**config.mk**
```make
export PLATFORM = sky130hd
export DESIGN_NAME = mem_port_arbiter
export DESIGN_NICKNAME = d
export VERILOG_FILES = /design/src/rtl/mem_port_arbiter.sv
export SDC_FILE = /design/constraint.sdc
export NUM_CORES = 1
export LEC_CHECK = 0
export CORE_ASPECT_RATIO = 0.6
export CORE_UTILIZATION = 46
export CTS_BUF_LIST = sky130_fd_sc_hd__clkbuf_2 sky130_fd_sc_hd__clkbuf_4 sky130_fd_sc_hd__clkbuf_8
export CTS_CLUSTER_DIAMETER = 60
export CTS_CLUSTER_SIZE = 30
export DETAILED_ROUTE_END_ITERATION = 7
export GPL_TIMING_DRIVEN = 0
export PLACE_DENSITY = 0.87
export SYNTH_ARGS = -nofsm -noshare
export SYNTH_HDL_FRONTEND = slang
export SYNTH_SLANG_ARGS = --single-unit
```
**constraint.sdc**
```tcl
create_clock -name clk -period 10.7 [get_ports clk]
set_clock_uncertainty 0.15 [all_clocks]
set_input_delay 2.14 -clock clk [delete_from_list [all_inputs] [get_ports clk]]
set_output_delay 2.14 -clock clk [all_outputs]
set_load 0.01 [all_outputs]
```
**src/rtl/mem_port_arbiter.sv**
```systemverilog
// Arbitrates the shared single-ported SRAM between instruction fetch and data load/store.
// Optional wait-cycle performance counters are enabled by defining MEM_ARB_PERF_CNT_EN.
module mem_port_arbiter #(
    parameter int ADDR_W  = 32,
    parameter int DATA_W  = 32,
    parameter int MEM_LAT = 4
) (
    input  logic              clk,
    input  logic              rst,
    input  logic              ifReq,
    input  logic [ADDR_W-1:0] ifAddr,
    output logic [DATA_W-1:0] ifRdata,
    output logic              ifReady,
    input  logic              memRead,
    input  logic              memWrite,
    input  logic [ADDR_W-1:0] memAddr,
    input  logic [DATA_W-1:0] memWdata,
    output logic [DATA_W-1:0] memRdata,
    output logic              memReady,
    output logic              sramEn,
    output logic              sramWe,
    output logic [ADDR_W-1:0] sramAddr,
    output logic [DATA_W-1:0] sramWdata,
    input  logic [DATA_W-1:0] sramRdata,
    output logic              freezeIf,
    output logic              freezePipe
`ifdef MEM_ARB_PERF_CNT_EN
    ,
    output logic [31:0]       ifWaitCnt,
    output logic [31:0]       memWaitCnt
`endif
);

    typedef enum logic [1:0] {IDLE, BUSY, DONE} state_t;
    typedef enum logic {SIDE_IF = 1'b0, SIDE_MEM = 1'b1} side_t;

    localparam logic [3:0] LAT_M1 = 4'(MEM_LAT - 1);

    state_t     state;
    side_t      grant;
    side_t      last_grant;
    logic [3:0] cnt;

    logic mem_req;
    logic any_req;
    logic pick_mem;

    assign mem_req  = memRead | memWrite;
    assign any_req  = ifReq | mem_req;
    // On a tie the side that did not win last time gets the port.
    assign pick_mem = mem_req & (~ifReq | (last_grant == SIDE_IF));

    assign freezePipe = mem_req & ~memReady;
    assign freezeIf   = (ifReq & ~ifReady) | freezePipe;

    // NOTE: sequential state uses non-blocking assignments so every register samples pre-edge values.
    always_ff @(posedge clk or posedge rst) begin
        if (rst) begin
            state      <= IDLE;
            grant      <= SIDE_IF;
            last_grant <= SIDE_IF;
            cnt        <= '0;
            sramEn     <= 1'b0;
            sramWe     <= 1'b0;
            sramAddr   <= '0;
            sramWdata  <= '0;
            ifRdata    <= '0;
            memRdata   <= '0;
            ifReady    <= 1'b0;
            memReady   <= 1'b0;
        end else begin
            ifReady  <= 1'b0;
            memReady <= 1'b0;
            case (state)
                IDLE: begin
                    if (any_req) begin
                        grant    <= pick_mem ? SIDE_MEM : SIDE_IF;
                        sramAddr <= pick_mem ? memAddr : ifAddr;
                        sramWe   <= pick_mem & memWrite;
                        if (pick_mem) sramWdata <= memWdata;
                        cnt      <= LAT_M1;
                        sramEn   <= 1'b1;
                        state    <= BUSY;
                    end
                end
                BUSY: begin
                    if (cnt == 4'd0) begin
                        sramEn     <= 1'b0;
                        sramWe     <= 1'b0;
                        last_grant <= grant;
                        if (grant == SIDE_IF) begin
                            ifRdata <= sramRdata;
                            ifReady <= 1'b1;
                        end else begin
                            if (!sramWe) memRdata <= sramRdata;
                            memReady <= 1'b1;
                        end
                        state <= DONE;
                    end else begin
                        cnt <= cnt - 4'd1;
                    end
                end
                // Ready is visible here; no grant so a still-held request is not reissued.
                DONE:    state <= IDLE;
                default: state <= IDLE;
            endcase
        end
    end

`ifdef MEM_ARB_PERF_CNT_EN
    always_ff @(posedge clk or posedge rst) begin
        if (rst) begin
            ifWaitCnt  <= '0;
            memWaitCnt <= '0;
        end else begin
            if (ifReq && !ifReady && !(&ifWaitCnt)) ifWaitCnt <= ifWaitCnt + 32'd1;
            if (freezePipe && !(&memWaitCnt)) memWaitCnt <= memWaitCnt + 32'd1;
        end
    end
`endif

endmodule
```
==> summary.txt, run 1 <==
CTS
  – Maximum buffer depth of the clock tree: 2
  – Latest clock arrival within the worst-skew pair: 420 ps
  – Number of H-tree levels: 4
  – Clock tree from TritonCTS: done
  – TritonCTS buffer count: 17
  – CTS clk-pin slew, worst paths: 70 ps
  – CTS Root Buffer Type: sky130_fd_sc_hd__clkbuf_8
  – Gates resized, CTS repair: 0
  – Count of hold buffers inserted by post-cts repair: 0
  – Clock sink total: 140
  – Setup repair bufs after CTS: 0

Critical path
  – Critical Path RT: 8410 ps
  – Worst endpoint data arrival time: 3520 ps
  – Nature of the critical path startpoint: primary input
  – Critical Path End Type: primary output
  – Type of the setup path with the least slack: primary input to primary output
  – Maximum fanout encountered on the critical timing path: 4

Logic synthesis
  – Mapped Cells: 360
  – Library cell occupying the most area in the post-synthesis netlist: sky130_fd_sc_hd__dfrtp_1
  – Yosys warns: 0
  – Number of distinct library cell variants in the gate-level netlist after synthesis: 29
  – Synth area leaders: sky130_fd_sc_hd__dfrtp_1 (59%), sky130_fd_sc_hd__mux2_2 (22%), sky130_fd_sc_hd__mux2_4 (10%), sky130_fd_sc_hd__buf_6 (1.1%), sky130_fd_sc_hd__mux2_1 (1.1%)
  – Share of synthesized area occupied by flip-flops and latches: 59.47%
  – Share of async-settable or async-resettable flops after synthesis: 100.0%
  – Synthesized area per cell: 16.36 um2
  – Area share of the leading cell type in the synthesized netlist: 59.47%
  – Ranking of synthesized cells by instance count: sky130_fd_sc_hd__dfrtp_1 (140), sky130_fd_sc_hd__mux2_2 (116), sky130_fd_sc_hd__mux2_4 (40)
  – Syn_nets: 495
  – Dominant cell by count in the synthesized netlist: sky130_fd_sc_hd__dfrtp_1
  – Post-synthesis instance area: 0.005891 mm2
  – Number of storage elements in the synthesis netlist: 140
  – Top FF cell, synth: sky130_fd_sc_hd__dfrtp_1
  – Number of enable flip-flop cells after synthesis: 0

STA
  – Count of endpoints failing setup in the final report: 0
  – Hold Violations, Final: 0
  – Max-slew violations: 0
  – Worst Max-Slew Pin Slew: 584.8 ps
  – Final worst path period share: 54.26%
  – Min Tclk post-route: 5805 ps
  – Upper clock frequency limit: 0.1723 GHz
  – Unrepaired setup endpoints after global routing: no
  – Total negative slack for setup checks: 0 ps
  – Headroom to the max-slew limit: 61.01%

Drt
  – Drt first-iter violations: 101
  – Number of search-and-repair iterations in the first detailed-routing pass: 5
  – Routed Wire Length: 15,250 um
  – DRT antenna net count: 0
  – Total number of vias: 4,079
  – Total DRC errors in the routed layout: 0
  – Vias/cell: 4.956
  – Detail-routed net length per standard cell: 18.52 um

Global routing
  – Remaining global-route overflow: 0
  – Largest net degree at the start of global routing: 78
  – Global-route wire length before repair: 23,390 um
  – Vias in the first global route: 4,460
  – All-layer global routing usage: 23.52%
  – Number of antenna violations at the first check in global routing: 0

Die
  – DIE HEIGHT: 89.66 um
  – Std-Cell Core Area: 0.01226 mm2
  – Number of I/O pins: 267
  – Floorplan row count: 31
  – Effective utilization at floorplan: 48.06%
  – Width of the die: 148.1 um
  – Die Footprint: 0.01328 mm2

Outcome
  – Result of the run: finished, final reports clean

Worst hold path
  – Hold WC Path Type: register to register

Pwr
  – Total leakage power: 4.027 nW
  – PwrDens: 293.0 mW/mm2
  – Worst vdd rail ir drop: 176.6 uV

Cells and area
  – Net count reported at finish: 781
  – Area added between synthesis and finish: 57.22%
  – Utilization of the core after routing: 75.56%
  – Proportion of layout cells with a drive suffix above 1: 31.76%
  – Final instance area: 0.009261 mm2
  – Antenna Cells: 0

Placement
  – Area post-placement: 0.008792 mm2
  – Post-DP HPWL: 11,610 um
  – Number of port buffers: 266
  – Weighted congestion at the end of routability-driven global placement: 0.7558

Run
  – Max-Cap Viols: 0
[layout make-up]
| type | count | area [um2] |
|---|---|---|
| buffer | 16 | 117.6 |
| clock inverter | 10 | 186.4 |
| fill | 798 | 2995 |
| timing repair buffer | 267 | 2690 |
| clock buffer | 21 | 282.8 |
| tap | 165 | 206.4 |
| inverter | 9 | 38.79 |
| sequential | 140 | 3503 |
| multi-input combinational | 195 | 2236 |
[per-layer routing]
layer | vias to the layer above | wire length (um) | part of all wire, % | track usage [%]
met5 | - | 0 | 0 | 0
met4 | 0 | 184 | 1.2 | 8.716
met3 | 18 | 1135 | 7.4 | 7.273
met2 | 174 | 7525 | 49 | 40.29
met1 | 2029 | 6400 | 42 | 28.56
li1 | 1858 | - | - | -
[logic make-up (layout without fill, tap and decap cells)]
family	Yosys count	count (layout)	share of synthesized area, %
buf+inv	25	323	2.570
flops	140	140	59.47
simple gates	17	17	2.252
mux	162	162	33.52
compound gates	14	14	1.763
fa+ha+maj	2	2	0.4247
[registers in the layout (all words and copies together) (netlist names), 2 cells and up]
| register | flops |
|---|---|
| memRdata | 32 |
| ifRdata | 32 |
| cnt | 4 |
| state | 2 |
| sramAddr | 32 |
| sramWdata | 32 |
[cell usage in the layout, fill, tap and decap left out, types with 2 or more instances in the layout]
master                            count
sky130_fd_sc_hd__ha_1                 2
sky130_fd_sc_hd__clkdlybuf4s50_1    266
sky130_fd_sc_hd__o21ai_0              3
sky130_fd_sc_hd__inv_1                8
sky130_fd_sc_hd__clkbuf_8            20
sky130_fd_sc_hd__nor2b_1              2
sky130_fd_sc_hd__clkinv_2             2
sky130_fd_sc_hd__mux2_4              40
sky130_fd_sc_hd__dfrtp_1            140
sky130_fd_sc_hd__nand2_1              3
sky130_fd_sc_hd__mux2_2             116
sky130_fd_sc_hd__bufinv_16            5
sky130_fd_sc_hd__buf_2               10
sky130_fd_sc_hd__o31ai_1              3
sky130_fd_sc_hd__inv_6                2
sky130_fd_sc_hd__clkinv_4             2
sky130_fd_sc_hd__mux2_1               6
sky130_fd_sc_hd__buf_6                6
sky130_fd_sc_hd__nor2_1               4
[worst max-delay path: stages]
cell and delay (ps):
sky130_fd_sc_hd__clkdlybuf4s50_1 540, sky130_fd_sc_hd__inv_1 90, sky130_fd_sc_hd__o22ai_1 170, sky130_fd_sc_hd__clkdlybuf4s50_1 570
[per-stage QoR]
step	power (W)	hold WS, ps	worst slack (ps)	instances
6_report	0.002713	339.1	4895	823
5_1_grt	0.002854	368.0	4824	823
4_1_cts	0.002740	351.2	4909	823
3_5_place_dp	0.002232	334.5	4917	792
3_3_place_gp	0.002176	311.3	2990	791
2_1_floorplan	0.001532	353.8	4657	360
[report_power, final]
part	switching (W)	leakage, nW	internal, W
Clock	0.000198	0.240	0.000299
Sequential	0.000156	1.65	0.000798
Combinational	0.000457	2.14	0.000806
[final timing paths]
path                            slack (ps)  cells after the start  startpoint           end
max in group asynchronous             7600                      3         rst  memRdata[21]
worst max-delay path                  4890                      4       ifReq      freezeIf
min in group asynchronous             2010                      2         rst  sramWdata[1]
worst max register to register        8640                      4    state[1]  sramAddr[17]
worst min register to register         340                      1      sramEn        sramEn
worst min-delay path                   340                      1      sramEn        sramEn
No activity file was read; power rests on OpenSTA's default activity.
==> inputs of run 2 (changes only) <==
--- a/config.mk
+++ b/config.mk
@@ -6,13 +6,13 @@
 export NUM_CORES = 1
 export LEC_CHECK = 0
 export CORE_ASPECT_RATIO = 0.6
-export CORE_UTILIZATION = 46
+export CORE_UTILIZATION = 39
 export CTS_BUF_LIST = sky130_fd_sc_hd__clkbuf_2 sky130_fd_sc_hd__clkbuf_4 sky130_fd_sc_hd__clkbuf_8
 export CTS_CLUSTER_DIAMETER = 60
 export CTS_CLUSTER_SIZE = 30
 export DETAILED_ROUTE_END_ITERATION = 7
 export GPL_TIMING_DRIVEN = 0
-export PLACE_DENSITY = 0.87
+export PLACE_DENSITY = 0.79
 export SYNTH_ARGS = -nofsm -noshare
 export SYNTH_HDL_FRONTEND = slang
 export SYNTH_SLANG_ARGS = --single-unit
==> constraint.sdc (replaced) <==
create_clock -name clk -period 4.9 [get_ports clk]
set_clock_uncertainty 0.15 [all_clocks]
set_input_delay 0.98 -clock clk [delete_from_list [all_inputs] [get_ports clk]]
set_output_delay 0.98 -clock clk [all_outputs]
set_load 0.01 [all_outputs]
==> summary.txt, run 2 (synthesis results as in run 1) <==
Outcome
  – Result of the run: finished, final reports clean

CTS
  – Maximum buffer depth of the clock tree: 2
  – Number of H-tree levels: 4
  – Clock tree from TritonCTS: done
  – Clock sink total: 140
  – CTS clk-pin slew, worst paths: 70 ps
  – Gates resized, CTS repair: 0
  – Count of hold buffers inserted by post-cts repair: 0
  – Latest clock arrival within the worst-skew pair: 420 ps
  – CTS Root Buffer Type: sky130_fd_sc_hd__clkbuf_8
  – TritonCTS buffer count: 17
  – Setup repair bufs after CTS: 0

Worst hold path
  – Hold Path Depth: 1
  – Worst hold endpoint: sramEn
  – Min-Delay Startpoint: sramEn
  – Hold WC Path Type: register to register

Cells and area
  – Final instance area: 0.009253 mm2
  – Most frequent cells in the layout: sky130_fd_sc_hd__clkdlybuf4s50_1 (266), sky130_fd_sc_hd__dfrtp_1 (140), sky130_fd_sc_hd__mux2_2 (116), sky130_fd_sc_hd__mux2_4 (40), sky130_fd_sc_hd__clkbuf_8 (17)
  – Proportion of layout cells with a drive suffix above 1: 31.87%
  – Antenna Cells: 0
  – Utilization of the core after routing: 63.23%
  – Number of non-filler instances in the completed layout: 857
  – Most common library cell in the layout ignoring fill and taps: sky130_fd_sc_hd__clkdlybuf4s50_1
  – Net count reported at finish: 781
  – Area added between synthesis and finish: 57.07%

Die
  – DIE HEIGHT: 97.20 um
  – Number of I/O pins: 267
  – Effective utilization at floorplan: 40.25%
  – Die Footprint: 0.01562 mm2
  – Std-Cell Core Area: 0.01463 mm2
  – Width of the die: 160.7 um
  – Floorplan row count: 34

Global routing
  – All-layer global routing usage: 19.58%
  – Vias in the first global route: 4,372
  – GR Util met2: 31.44%
  – Number of antenna violations at the first check in global routing: 0
  – Met1 usage: 25.27%
  – Global-route met3 utilization: 6.018%
  – GRT Max-Usage Layer: met2
  – Remaining global-route overflow: 0
  – Largest net degree at the start of global routing: 80
  – Global-route wire length before repair: 23,720 um

Placement
  – Post-DP HPWL: 11,060 um
  – Number of cells after detailed placement: 825
  – Post-placement setup slack: 1426 ps
  – Number of port buffers: 266
  – Weighted congestion at the end of routability-driven global placement: 0.8002
  – Area post-placement: 0.008833 mm2

STA
  – Max-slew violations: 0
  – Final worst path period share: 70.84%
  – Headroom to the max-slew limit: 61.50%
  – Unrepaired setup endpoints after global routing: no
  – Hold Violations, Final: 0
  – Smallest setup slack after layout: 1429 ps
  – Min Tclk post-route: 3471 ps
  – Worst Max-Slew Pin Slew: 577.5 ps
  – Count of endpoints failing setup in the final report: 0
  – Upper clock frequency limit: 0.2881 GHz

Drt
  – DRT antenna net count: 0
  – Total number of vias: 4,008
  – Total DRC errors in the routed layout: 0
  – Detail-routed net length per standard cell: 17.12 um
  – Number of search-and-repair iterations in the first detailed-routing pass: 4
  – Routed Wire Length: 14,680 um
  – Vias/cell: 4.677
  – Drt first-iter violations: 137

Critical path
  – Number of buffer and inverter stages on the critical path: 3
  – Worst r2r dst: memRdata[18]
  – Reg2Reg Launch Point: state[1]
  – Cell with the largest stage delay on the worst path: sky130_fd_sc_hd__clkdlybuf4s50_1
  – Nature of the critical path startpoint: primary input
  – Maximum fanout encountered on the critical timing path: 4
  – Number of cells on the worst reg-to-reg path: 4
  – Worst endpoint data arrival time: 2340 ps
  – List of cells traversed by the critical path: clkdlybuf4s50_1 > inv_1 > o22ai_1 > clkdlybuf4s50_1
  – Max incr delay on CP: 570 ps
  – Type of the setup path with the least slack: primary input to primary output
  – Most common cell type on the critical path: sky130_fd_sc_hd__clkdlybuf4s50_1
  – Setup slack, reg-to-reg: 2850 ps
  – Critical Path RT: 3770 ps
  – Delay-heaviest family, CP: buffers and inverters
  – Critical Path End Type: primary output

Pwr
  – PwrDens: 626.7 mW/mm2
  – Worst vdd rail ir drop: 322.9 uV
  – Post-route total power: 0.005799 W
  – Total leakage power: 3.985 nW

Run
  – Max-Cap Viols: 0
-- run 2: cell types whose count changed in the layout (fill, tap and decap cells not counted), sizes merged --
cell / previous run / this run
clkinv: 4 / 0
inv: 10 / 13
clkinvlp: 0 / 5
bufinv: 5 / 3
clkbuf: 21 / 20
-- run 2: power breakdown --
| group | leakage [nW] | switching (W) | internal [W] |
|---|---|---|---|
| combinational | 2.14 | 0.000975 | 0.00176 |
| clock | 0.197 | 0.000456 | 0.000527 |
| sequential | 1.65 | 0.000338 | 0.00174 |
| total | 3.98 | 0.00177 | 0.00403 |
-- run 2: routing by layer --
layer / part of all wire (%) / wire (um)
met1: 45 / 6569
met4: 0.91 / 134
met3: 7.4 / 1085
met2: 47 / 6886
met5: 0 / 0
-- run 2: how the worst max path moves through the flow --
| stage | from | endpoint | slack (ps) | depth (start not counted) |
|---|---|---|---|---|
| floorplan | rst | cnt[0] | 20 | 1 |
| global placement | rst | sramAddr[1] | -1730 | 2 |
| detailed placement | ifReq | freezeIf | 1430 | 4 |
| CTS | ifReq | freezeIf | 1420 | 4 |
| global route | ifReq | freezeIf | 1400 | 4 |
| finish | ifReq | freezeIf | 1430 | 4 |
-- run 2: final cells by class --
cell class	count	area, um2
clock buffer	20	256.5
sequential	140	3503
inverter	9	38.79
timing repair buffer	267	2690
buffer	16	117.6
tap	198	247.7
clock inverter	12	162.7
fill	1095	5381
multi-input combinational	195	2236
-- run 2: through the flow --
step	setup TNS, ps	hold slack, ps
finish	0	332.3
global route	0	361.4
CTS	0	339.7
detailed placement	0	323.1
global placement	-240630	311.6
floorplan	0	353.8
==> inputs of run 3 (changes only) <==
--- a/config.mk
+++ b/config.mk
@@ -6,13 +6,13 @@
 export NUM_CORES = 1
 export LEC_CHECK = 0
 export CORE_ASPECT_RATIO = 0.6
-export CORE_UTILIZATION = 39
+export CORE_UTILIZATION = 43
 export CTS_BUF_LIST = sky130_fd_sc_hd__clkbuf_2 sky130_fd_sc_hd__clkbuf_4 sky130_fd_sc_hd__clkbuf_8
 export CTS_CLUSTER_DIAMETER = 60
 export CTS_CLUSTER_SIZE = 30
 export DETAILED_ROUTE_END_ITERATION = 7
 export GPL_TIMING_DRIVEN = 0
-export PLACE_DENSITY = 0.79
+export PLACE_DENSITY = 0.83
 export SYNTH_ARGS = -nofsm -noshare
 export SYNTH_HDL_FRONTEND = slang
 export SYNTH_SLANG_ARGS = --single-unit
==> constraint.sdc (replaced) <==
create_clock -name clk -period 3.2 [get_ports clk]
set_clock_uncertainty 0.15 [all_clocks]
set_input_delay 0.64 -clock clk [delete_from_list [all_inputs] [get_ports clk]]
set_output_delay 0.64 -clock clk [all_outputs]
set_load 0.01 [all_outputs]
==> summary.txt, run 3 (synthesis results as in run 1) <==
Global routing
  – Remaining global-route overflow: 0
  – All-layer global routing usage: 21.58%
  – Global-route wire length before repair: 23,560 um
  – GR Util met2: 35.58%
  – Vias in the first global route: 4,432
  – Number of antenna violations at the first check in global routing: 0
  – Met1 usage: 26.50%
  – GRT Max-Usage Layer: met2
  – Global-route met3 utilization: 7.815%
  – Largest net degree at the start of global routing: 45

Pwr
  – Total leakage power: 3.996 nW
  – Worst vdd rail ir drop: 465.9 uV
  – PwrDens: 957.6 mW/mm2
  – Net Sw Power: 0.002734 W
  – Power share of the sequential group: 35.9%
  – Clock power frac: 16.7%
  – Internal cell power: 0.006118 W
  – Net switching share of the total power: 30.89%
  – Part of the total power dissipated in combinational logic: 47.4%

Die
  – DIE HEIGHT: 92.66 um
  – Floorplan row count: 32
  – Number of I/O pins: 267
  – Effective utilization at floorplan: 44.99%
  – Die Footprint: 0.01419 mm2
  – Std-Cell Core Area: 0.01309 mm2
  – Width of the die: 153.1 um

CTS
  – Setup repair bufs after CTS: 0
  – Count of hold buffers inserted by post-cts repair: 0
  – Gates resized, CTS repair: 0
  – TritonCTS buffer count: 17
  – Maximum buffer depth of the clock tree: 2
  – Clock sink total: 140
  – CTS clk-pin slew, worst paths: 70 ps
  – CTS Root Buffer Type: sky130_fd_sc_hd__clkbuf_8
  – Clock tree from TritonCTS: done
  – Number of H-tree levels: 4
  – Latest clock arrival within the worst-skew pair: 430 ps

STA
  – Total negative slack for setup checks: 0 ps
  – Hold Violations, Final: 0
  – Min Tclk post-route: 2785 ps
  – Upper clock frequency limit: 0.3591 GHz
  – Headroom to the max-slew limit: 57.49%
  – Smallest setup slack after layout: 415.4 ps
  – Max-slew violations: 0
  – Worst Max-Slew Pin Slew: 636.4 ps
  – Count of endpoints failing setup in the final report: 0
  – Unrepaired setup endpoints after global routing: no
  – Final worst path period share: 87.02%

Outcome
  – Result of the run: finished, final reports clean

Cells and area
  – Storage element area: 0.003503 mm2
  – Proportion of layout cells with a drive suffix above 1: 32.07%
  – Net count reported at finish: 783
  – Footprint of the multi-input gates: 0.002236 mm2
  – Most common library cell in the layout ignoring fill and taps: sky130_fd_sc_hd__clkdlybuf4s50_1
  – Fillers: 884
  – Most frequent cells in the layout: sky130_fd_sc_hd__clkdlybuf4s50_1 (266), sky130_fd_sc_hd__dfrtp_1 (140), sky130_fd_sc_hd__mux2_2 (116), sky130_fd_sc_hd__mux2_4 (40), sky130_fd_sc_hd__clkbuf_8 (19)
  – Antenna Cells: 0
  – Area added between synthesis and finish: 56.95%

Drt
  – Routed Wire Length: 14,610 um
  – DRT antenna net count: 0
  – Detail-routed net length per standard cell: 17.58 um
  – Total DRC errors in the routed layout: 0
  – Vias/cell: 4.898
  – Drt first-iter violations: 141
  – Total number of vias: 4,070
  – Number of search-and-repair iterations in the first detailed-routing pass: 4

Placement
  – Post-placement setup slack: 241.5 ps
  – Weighted congestion at the end of routability-driven global placement: 0.7940
  – Number of port buffers: 266
  – Post-DP HPWL: 11,170 um

Critical path
  – Number of cells on the worst reg-to-reg path: 4
  – Nature of the critical path startpoint: primary input
  – Critical Path RT: 2410 ps
  – Maximum fanout encountered on the critical timing path: 4
  – Type of the setup path with the least slack: primary input to primary output
  – Critical Path End Type: primary output
  – Worst endpoint data arrival time: 1990 ps

Run
  – Max-Cap Viols: 0

Worst hold path
  – Hold Path Depth: 1
  – Hold WC Path Type: register to register
run 3: cell count changes in the layout (fill, tap and decap cells not counted):
cell                        before  now
sky130_fd_sc_hd__clkinv_4        0    2
sky130_fd_sc_hd__clkbuf_4        3    0
sky130_fd_sc_hd__buf_16          1    0
sky130_fd_sc_hd__inv_8           0    1
sky130_fd_sc_hd__bufinv_16       3    2
sky130_fd_sc_hd__inv_6           5    4
sky130_fd_sc_hd__buf_12          0    3
sky130_fd_sc_hd__clkbuf_8       17   19
run 3: critical path, cell delays in order:
cell and delay (ps):
sky130_fd_sc_hd__clkdlybuf4s50_1 530, sky130_fd_sc_hd__inv_1 80, sky130_fd_sc_hd__o22ai_1 170, sky130_fd_sc_hd__clkdlybuf4s50_1 570
run 3: metal layers:
layer	share of wire (%)	wire length, um
met1	43	6332
met2	47	6905
met3	7.6	1114
met4	1.7	255
met5	0	0
run 3: worst paths after layout:
kind | start | to | slack (ps)
hold / removal | sramEn | sramEn | 330
setup reg to reg | state[1] | sramAddr[19] | 1150
hold reg to reg | sramEn | sramEn | 330
max in group asynchronous | rst | sramEn | 1550
min in group asynchronous | rst | sramWdata[28] | 490
setup / recovery | ifReq | freezeIf | 420
run 3: area by class of cell:
cell class / count / area share (%)
Clock buffer: 19 / 2.829
Timing Repair Buffer: 269 / 29.45
Tap cell: 170 / 2.301
Inverter: 9 / 0.4060
Sequential cell: 140 / 37.89
Buffer: 16 / 1.272
Clock inverter: 13 / 1.665
Multi-Input combinational cell: 195 / 24.18
run 3: power groups by stage:
| stage | Combinational (W) | Clock [W] | Sequential [W] |
|---|---|---|---|
| finish | 0.00420 | 0.00148 | 0.00318 |
| global route | 0.00445 | 0.00159 | 0.00329 |
| CTS | 0.00425 | 0.00152 | 0.00318 |
| detailed placement | 0.00424 | 0 | 0.00320 |
| global placement | 0.00413 | 0 | 0.00314 |
| floorplan | 0.00157 | 0 | 0.00355 |
run 3: stage by stage:
stage | utilization [%] | cell area, um2 | hold WS, ps | instances | total power (W)
CTS | 70.61 | 9245 | 330.7 | 831 | 0.008946
detailed placement | 67.44 | 8830 | 314.4 | 799 | 0.007437
floorplan | - | 5894 | 353.8 | 360 | 0.005122
global route | 70.61 | 9245 | 363.9 | 831 | 0.009331
finish | 70.61 | 9245 | 332.7 | 831 | 0.008853
global placement | 66.98 | 8770 | 311.6 | 796 | 0.007269
